$ cat src/rtl/memctrl_pkg.sv
// Shared constants and lane helpers for the load/store byte-lane adapter.
// The memory_controller top optionally traps misaligned accesses when MEMCTRL_MISALIGN_TRAP_EN is defined.
package memctrl_pkg;

    localparam int DATA_WIDTH = 32;

    localparam logic [1:0] LEN_BYTE = 2'b00;
    localparam logic [1:0] LEN_HALF = 2'b01;
    localparam logic [1:0] LEN_WORD = 2'b10;

    // Write-enable mask for an access; bits shifted past lane 3 are dropped, so nothing wraps.
    function automatic logic [3:0] byteMask(input logic [1:0] length, input logic [1:0] off);
        logic [3:0] base;
        case (length)
            LEN_BYTE: base = 4'b0001;
            LEN_HALF: base = 4'b0011;
            default:  base = 4'b1111;
        endcase
        return base << off;
    endfunction

    // Reserved length code 11 behaves like a word.
    function automatic logic isMisaligned(input logic [1:0] length, input logic [1:0] off);
        case (length)
            LEN_BYTE: return 1'b0;
            LEN_HALF: return (off == 2'd3);
            default:  return (off != 2'd0);
        endcase
    endfunction

endpackage

$ cat src/rtl/load_extractor.sv
// Combinational load-data path: realigns the addressed sub-word of the RAM word
// and zero- or sign-extends it according to the captured load context.
module load_extractor
    import memctrl_pkg::*;
(
    input  logic [DATA_WIDTH-1:0] ramData,
    input  logic [1:0]            ctxOff,
    input  logic [1:0]            ctxLength,
    input  logic                  ctxUnsigned,
    output logic [DATA_WIDTH-1:0] dataOut
);

    logic [DATA_WIDTH-1:0] shifted;
    logic                  fillBit;

    // Logical shift: bytes above a misaligned access read as zero before extension.
    assign shifted = ramData >> {ctxOff, 3'b000};

    always_comb begin
        dataOut = shifted;
        fillBit = 1'b0;
        case (ctxLength)
            LEN_BYTE: begin
                fillBit = ~ctxUnsigned & shifted[7];
                dataOut = {{24{fillBit}}, shifted[7:0]};
            end
            LEN_HALF: begin
                fillBit = ~ctxUnsigned & shifted[15];
                dataOut = {{16{fillBit}}, shifted[15:0]};
            end
            default: dataOut = shifted;
        endcase
    end

endmodule

$ cat src/rtl/memory_controller.sv
// Byte-lane adapter between the load/store unit and a 32-bit word RAM with byte enables.
// Define MEMCTRL_MISALIGN_TRAP_EN to block misaligned requests and flag them on misalignedAccess.
module memory_controller
    import memctrl_pkg::*;
(
    input  logic                  clk,
    input  logic                  reset,
    input  logic [DATA_WIDTH-1:0] addressIn,
    input  logic [DATA_WIDTH-1:0] dataWriteIn,
    input  logic [1:0]            length,
    input  logic                  storeIn,
    input  logic                  loadIn,
    input  logic                  loadUnsigned,
    output logic [DATA_WIDTH-1:0] dataReadOut,
    input  logic [DATA_WIDTH-1:0] ramDataRead,
    output logic [DATA_WIDTH-1:0] addressOut,
    output logic [DATA_WIDTH-1:0] ramDataWrite,
    output logic [3:0]            byteSelect,
    output logic                  ramStore,
    output logic                  ramLoad
`ifdef MEMCTRL_MISALIGN_TRAP_EN
    ,
    output logic                  misalignedAccess
`endif
);

    logic [1:0]            off;
    logic                  blocked;
    logic [1:0]            ctxOffReg;
    logic [1:0]            ctxLengthReg;
    logic                  ctxUnsignedReg;
    logic [DATA_WIDTH-1:0] extracted;

    assign off = addressIn[1:0];

`ifdef MEMCTRL_MISALIGN_TRAP_EN
    assign blocked          = isMisaligned(length, off);
    assign misalignedAccess = reset & (storeIn | loadIn) & blocked;
`else
    assign blocked = 1'b0;
`endif

    // A store takes priority over a simultaneous load; reset low silences both strobes.
    assign ramStore     = reset & storeIn & ~blocked;
    assign ramLoad      = reset & loadIn & ~storeIn & ~blocked;
    assign byteSelect   = ramStore ? byteMask(length, off) : 4'b0000;
    assign ramDataWrite = dataWriteIn << {off, 3'b000};
    assign addressOut   = addressIn;

    // Context defaults to an aligned signed word so the RAM word passes through before any load.
    always_ff @(posedge clk or negedge reset) begin
        if (!reset) begin
            ctxOffReg      <= 2'd0;
            ctxLengthReg   <= LEN_WORD;
            ctxUnsignedReg <= 1'b0;
        end else if (ramLoad) begin
            ctxOffReg      <= off;
            ctxLengthReg   <= length;
            ctxUnsignedReg <= loadUnsigned;
        end
    end

    load_extractor uExtractor (
        .ramData     (ramDataRead),
        .ctxOff      (ctxOffReg),
        .ctxLength   (ctxLengthReg),
        .ctxUnsigned (ctxUnsignedReg),
        .dataOut     (extracted)
    );

    assign dataReadOut = reset ? extracted : '0;

endmodule

$ cat config.mk
export PLATFORM = sky130hd
export DESIGN_NAME = memory_controller
export DESIGN_NICKNAME = d
export VERILOG_FILES = /design/src/rtl/memctrl_pkg.sv /design/src/rtl/load_extractor.sv /design/src/rtl/memory_controller.sv
export SDC_FILE = /design/constraint.sdc
export NUM_CORES = 1
export LEC_CHECK = 0
export ABC_AREA = 1
export CAP_MARGIN = 0
export CORE_MARGIN = 2
export CORE_UTILIZATION = 32
export DETAILED_ROUTE_END_ITERATION = 8
export HOLD_SLACK_MARGIN = 0.02
export PLACE_DENSITY = 0.95
export SYNTH_ARGS = -nofsm -noshare
export SYNTH_HDL_FRONTEND = slang
export SYNTH_SLANG_ARGS = --single-unit
$ cat constraint.sdc
create_clock -name clk -period 5.1 [get_ports clk]
set_clock_uncertainty 0.15 [all_clocks]
set_input_delay 1.53 -clock clk [delete_from_list [all_inputs] [get_ports clk]]
set_output_delay 1.53 -clock clk [all_outputs]
set_load 0.05 [all_outputs]
==> results of run 1 <==
[how the worst max path moves through the flow]
stage	from	cells past startpoint	end	slack (ps)
after floorplan	addressIn[0]	4	ramDataWrite[17]	240
final	addressIn[0]	6	ramDataWrite[19]	220
after global routing	addressIn[0]	6	ramDataWrite[23]	120
after global placement	addressIn[0]	6	ramDataWrite[22]	250
after CTS	addressIn[0]	6	ramDataWrite[22]	220
after detailed placement	addressIn[0]	6	ramDataWrite[22]	220
[area by class of cell]
| cell class | count | area, um^2 | share of cell area [%] |
|---|---|---|---|
| flip-flops and latches | 5 | 126 | 3.20 |
| multi-input cells | 269 | 1320 | 33.4 |
| inverters | 32 | 138 | 3.49 |
| well taps | 75 | 93.8 | 2.38 |
| repair buffers | 149 | 2220 | 56.4 |
| clock buffers | 4 | 45.0 | 1.14 |
[cell families after synthesis]
logic type             count (synthesis)
and+or+nand+nor                      190
buffers and inverters                 91
AOI/OAI and AO/OA                     78
DFF                                    5
muxes                                  1
[power by group through the flow]
stage                      Clock, W  Sequential (W)  Combinational, W
after detailed placement          0       0.0000667          0.000860
after CTS                 0.0000731       0.0000664          0.000862
after global routing      0.0000785       0.0000682          0.000899
after floorplan                   0       0.0000529          0.000561
final                     0.0000718       0.0000668          0.000861
after global placement            0       0.0000659          0.000847
[state kept, by name, summed over array words and instances (netlist names)]
signal          cells
ctxUnsignedReg      1
ctxOffReg           2
ctxLengthReg        2
[cell usage in the layout (no fill, tap or decap), types with 8 or more instances in the layout]
master and count:
a22oi_1 8, o21ai_0 13, nor2_1 36, o21ai_1 8, nand3_1 25, clkdlybuf4s50_1 72, buf_12 74, a21oi_1 32
nand2_1 110, inv_1 16, inv_2 12, nand2_2 12
[worst max-delay path: stages]
cell and delay (ps):
clkdlybuf4s50_1 450, buf_12 190, inv_2 220, nand2_1 280, o32ai_1 320, buf_12 200
[per-stage QoR]
stage | worst slack, ps | util, % | cell area (um^2) | power [W]
global route | 122 | 65.8 | 3940 | 0.00105
global placement | 253 | 65.1 | 3900 | 0.000913
floorplan | 241 | - | 2010 | 0.000614
CTS | 222 | 65.8 | 3940 | 0.00100
detailed placement | 224 | 65.1 | 3900 | 0.000927
finish | 221 | 65.8 | 3940 | 0.000999
[metal layers]
metal,vias to the layer above,global-route usage [%],wire [um]
met5,-,0,0
met4,0,9.24,318
met3,34,5.07,670
met2,178,42.5,4470
met1,1297,22.2,2690
li1,1346,-,-
==> results.md, run 1 <==
- Layout area overhead: 96.6%
- Fmax: 205 MHz
- Largest family of logic cells by synthesized area: simple AND/OR/NAND/NOR gates
- GP Congestion: 0.897
- Most frequent cells after synthesis: 110 x nand2_1, 36 x nor2_1, 35 x buf_4
- Hold Fails Final Rpt: 0
- Port bufs: 144
- Seq/Total Area, Yosys: 6.30%
- Core area: 5990 um^2
- Status: complete, no violations
- Sequential power share: 6.7%
- # IOs: 205
- Post-Synth XOR/XNOR Area: 0%
- Max-slew headroom: 67.9%
- Clk_lat worst skew: 220 ps
- Final min period: 4880 ps
- Adder-cell share of the synthesized area: 0%
- Most frequent cell after synthesis: nand2_1
- Leak pwr: 1.80 nW
- Post-CTS Resized: 0
- Total global-route track usage: 22.0%
- Synth top area cells: nand2_1 21%, buf_4 13%, a21oi_1 8.0%
- Vias per cell: 5.35
- Max cap viols: 0
- Layout fillers: 449
- Final net count: 563
- WHS: 447 ps
- Type of the worst setup path: input port to output port
- Pin count of the biggest net entering global routing: 42
- Drt first pass iters: 4
- Ys Warns: 0
- WL final: 8.15 mm
- CTS tree: built
- Initial antenna violation count: 0
- Pwr Density: 253 nW/um^2
- Avg Cell Area, Syn: 5.49 um^2
- Clock Path Buffers: 2
- Initial DRC count: 162
- Grt ovf: 0
- RR Startpoint: ctxOffReg[0]
- Post-Layout Cell Count: 534
- Switching share of power: 52.6%
- Complex-gate fraction of the synthesized area: 22.5%
- Placed cells: 530
- Switching pwr: 0.000525 W
- Hold buffer count at cts: 0
- Routed vias: 2855
- Hold worst-path end: ctxLengthReg[0]
- Wire per inst: 15.3 um
- Tightest Pin Transition: 480 ps
- Post-DRT Antenna Nets: 0
- Row count: 28
- Setup crit end kind: output port
- ANT cells: 0
- Post-DP HPWL: 6.62 mm
- Worst R2R Path Depth: 3
- Clk slew on worst S/H paths: 30 ps
- Number of CTS-inserted buffers: 3
- Die footprint: 6920 um^2
- Worst Path Arrival: 3200 ps
- Post-synthesis net count: 468
- Synth cell types: 32
- Die Wd: 83.2 um
- RSZ-0062 raised after global routing: false
- Max-slew violations: 0
- CP Max Fanout: 38
- Syn Std Cell Area: 2010 um^2
- Global-route wire length before repair: 12.6 mm
- Clk pwr share: 7.2%
- Logic gate share of total power: 86.1%
- Vias in the first global route: 2630
- Post CTS Setup Buffer Count: 0
- Worst vdd ir: 0.150 mV
- Largest area contributor in the netlist: nand2_1
- Post-synth EDFFs: 0
- Root Buffer: clkbuf_8
- Top-area cell type share of the netlist area: 20.6%
- H-tree depth: 1
- Reg2reg end: ctxOffReg[0]
- Sinks on Clock Net: 5
- Simple-Gate Fraction of Synth Area: 42.6%
- Share of post-route cells with drive strength above 1: 25.5%
- Final Setup Violations: 0
- R2R setup slack: 3750 ps
- DRC violations left: 0
- Synth async-reset ratio: 100%
- Internal: 0.000474 W
- Synthesized flop and latch total: 5
- Cells after Synth: 365
- Initial core utilization: 33.5%
- Final period util: 95.7%
- Critical path launch point type: input port
- Final setup TNS: 0 ps
- Mux cell area share after synthesis: 0.561%
- Class of the worst hold path: flip-flop to flip-flop
- Synth Flop Type: dfrtp_1
- DIE HEIGHT: 83.2 um
- CP Data Required Time: 3420 ps
- Hold path depth: 2
- Min-delay src: ctxLengthReg[0]
(Power assumes the default switching activity.)
==> run 2, diff against run 1 <==
Settings changed: CORE_UTILIZATION 32 to 25, PLACE_DENSITY 0.95 to 0.71.
==> results.md, run 2 (synthesis gave the netlist of run 1 again) <==
- Total global-route track usage: 17.8%
- Critical Path End: ramDataWrite[26]
- Setup crit end kind: output port
- Type of the worst setup path: input port to output port
- Share of post-route cells with drive strength above 1: 25.5%
- Final Util: 51.0%
- Leak pwr: 1.79 nW
- Largest regs: ctxLengthReg: 2 flops, ctxOffReg: 2 flops, ctxUnsignedReg: 1 flops
- GP Congestion: 0.889
- Logic gate share of total power: 86.0%
- CP Launch Point: addressIn[0]
- Initial antenna violation count: 0
- Sequential power share: 6.5%
- DRC violations left: 0
- Clk slew on worst S/H paths: 40 ps
- Port bufs: 144
- Fmax: 211 MHz
- Hold Fails Final Rpt: 0
- Final setup TNS: 0 ps
- Metal-1 WL: 2.89 mm
- CP Max Fanout: 24
- Max-slew violations: 0
- WL final: 8.16 mm
- Hold buffer count at cts: 0
- Clock Path Buffers: 2
- Design area: 3970 um^2
- Switching share of power: 52.5%
- Post-DRT Antenna Nets: 0
- Post CTS Setup Buffer Count: 0
- Die Wd: 93.6 um
- Layout area overhead: 97.7%
- Final min period: 4750 ps
- Max cap viols: 0
- Clk_lat worst skew: 220 ps
- Routed vias: 2760
- Highest Signal Layer: met4
- CTS tree: built
- Class of the worst hold path: flip-flop to flip-flop
- Met3 Routed Length: 917 um
- Wire per inst: 14.5 um
- Post-CTS Resized: 0
- Pwr Density: 251 nW/um^2
- Internal: 0.000473 W
- Worst R2R Path Depth: 3
- Reg2reg end: ctxOffReg[0]
- DIE HEIGHT: 93.6 um
- Worst Path Arrival: 3070 ps
- R2R setup slack: 3760 ps
- Die footprint: 8760 um^2
- Post-DP HPWL: 6.76 mm
- Worst vdd ir: 0.0888 mV
- Tot Pwr: 0.000996 W
- Sinks on Clock Net: 5
- Switching pwr: 0.000523 W
- Grt ovf: 0
- Placed cells: 557
- Drt first pass iters: 4
- Clk pwr share: 7.5%
- Global-route wire length before repair: 12.5 mm
- Row count: 32
- Final Setup Violations: 0
- Initial core utilization: 25.8%
- Critical path launch point type: input port
- RSZ-0062 raised after global routing: false
- Root Buffer: clkbuf_8
- DR WL met2: 4.18 mm
- Commonest cells after routing, fill and taps aside: 110 x nand2_1, 73 x buf_12, 72 x clkdlybuf4s50_1
- Layout fillers: 771
- Status: complete, no violations
- Post-Layout Cell Count: 561
- Pin count of the biggest net entering global routing: 42
- ANT cells: 0
- Vias per cell: 4.92
- Final net count: 563
- Vias in the first global route: 2688
- RR Startpoint: ctxOffReg[0]
- Final period util: 93.1%
- Core area: 7770 um^2
- Number of CTS-inserted buffers: 3
- Max-slew headroom: 70.0%
- Tightest Pin Transition: 448 ps
- Area after DPL: 3920 um^2
- # IOs: 205
- H-tree depth: 1
- Commonest non-fill, non-tap cell in the layout: nand2_1
- CP Data Required Time: 3420 ps
- Initial DRC count: 71
run 2: cell counts in the layout (fill, tap and decap cells not counted):
Identical to the previous run, type by type.
run 2: critical path: stages:
cell             delay (ps)
clkdlybuf4s50_1         510
buf_4                   270
o21ai_0                 200
a22oi_1                 370
buf_12                  190
run 2: routing by layer:
metal / vias to the layer above / GRT usage, %
met5: - / 0
met4: 0 / 6.64
met3: 21 / 5.64
met2: 163 / 33.4
met1: 1231 / 18.2
li1: 1345 / -
run 2: power by group through the flow:
| stage | Clock, W | Sequential (W) | Combinational, W |
|---|---|---|---|
| 2_1_floorplan | 0 | 0.0000529 | 0.000561 |
| 3_3_place_gp | 0 | 0.0000647 | 0.000855 |
| 3_5_place_dp | 0 | 0.0000653 | 0.000861 |
| 4_1_cts | 0.0000774 | 0.0000647 | 0.000863 |
| 5_1_grt | 0.0000809 | 0.0000670 | 0.000905 |
| 6_report | 0.0000748 | 0.0000648 | 0.000857 |
run 2: worst min-delay path by stage:
| stage | startpoint | to | slack [ps] | cells past startpoint |
|---|---|---|---|---|
| CTS | ctxLengthReg[0] | ctxLengthReg[0] | 450 | 2 |
| global route | ctxLengthReg[0] | ctxLengthReg[0] | 490 | 2 |
| floorplan | ctxLengthReg[0] | ctxLengthReg[0] | 430 | 2 |
| finish | ctxLengthReg[0] | ctxLengthReg[0] | 440 | 2 |
| global placement | ctxLengthReg[0] | ctxLengthReg[0] | 430 | 2 |
| detailed placement | ctxLengthReg[0] | ctxLengthReg[0] | 440 | 2 |
run 2: area by class of cell:
cell class,count,area [um^2],area share [%]
clock buffer,4,45.0,1.14
inverter,32,138,3.47
multi-input combinational,269,1320,33.2
sequential,5,126,3.19
tap,102,128,3.22
timing repair buffer,149,2210,55.8
run 2: stage by stage:
stage	hold WS, ps	setup slack [ps]
floorplan	427	241
global placement	434	381
detailed placement	442	371
CTS	445	369
global route	492	287
finish	441	351
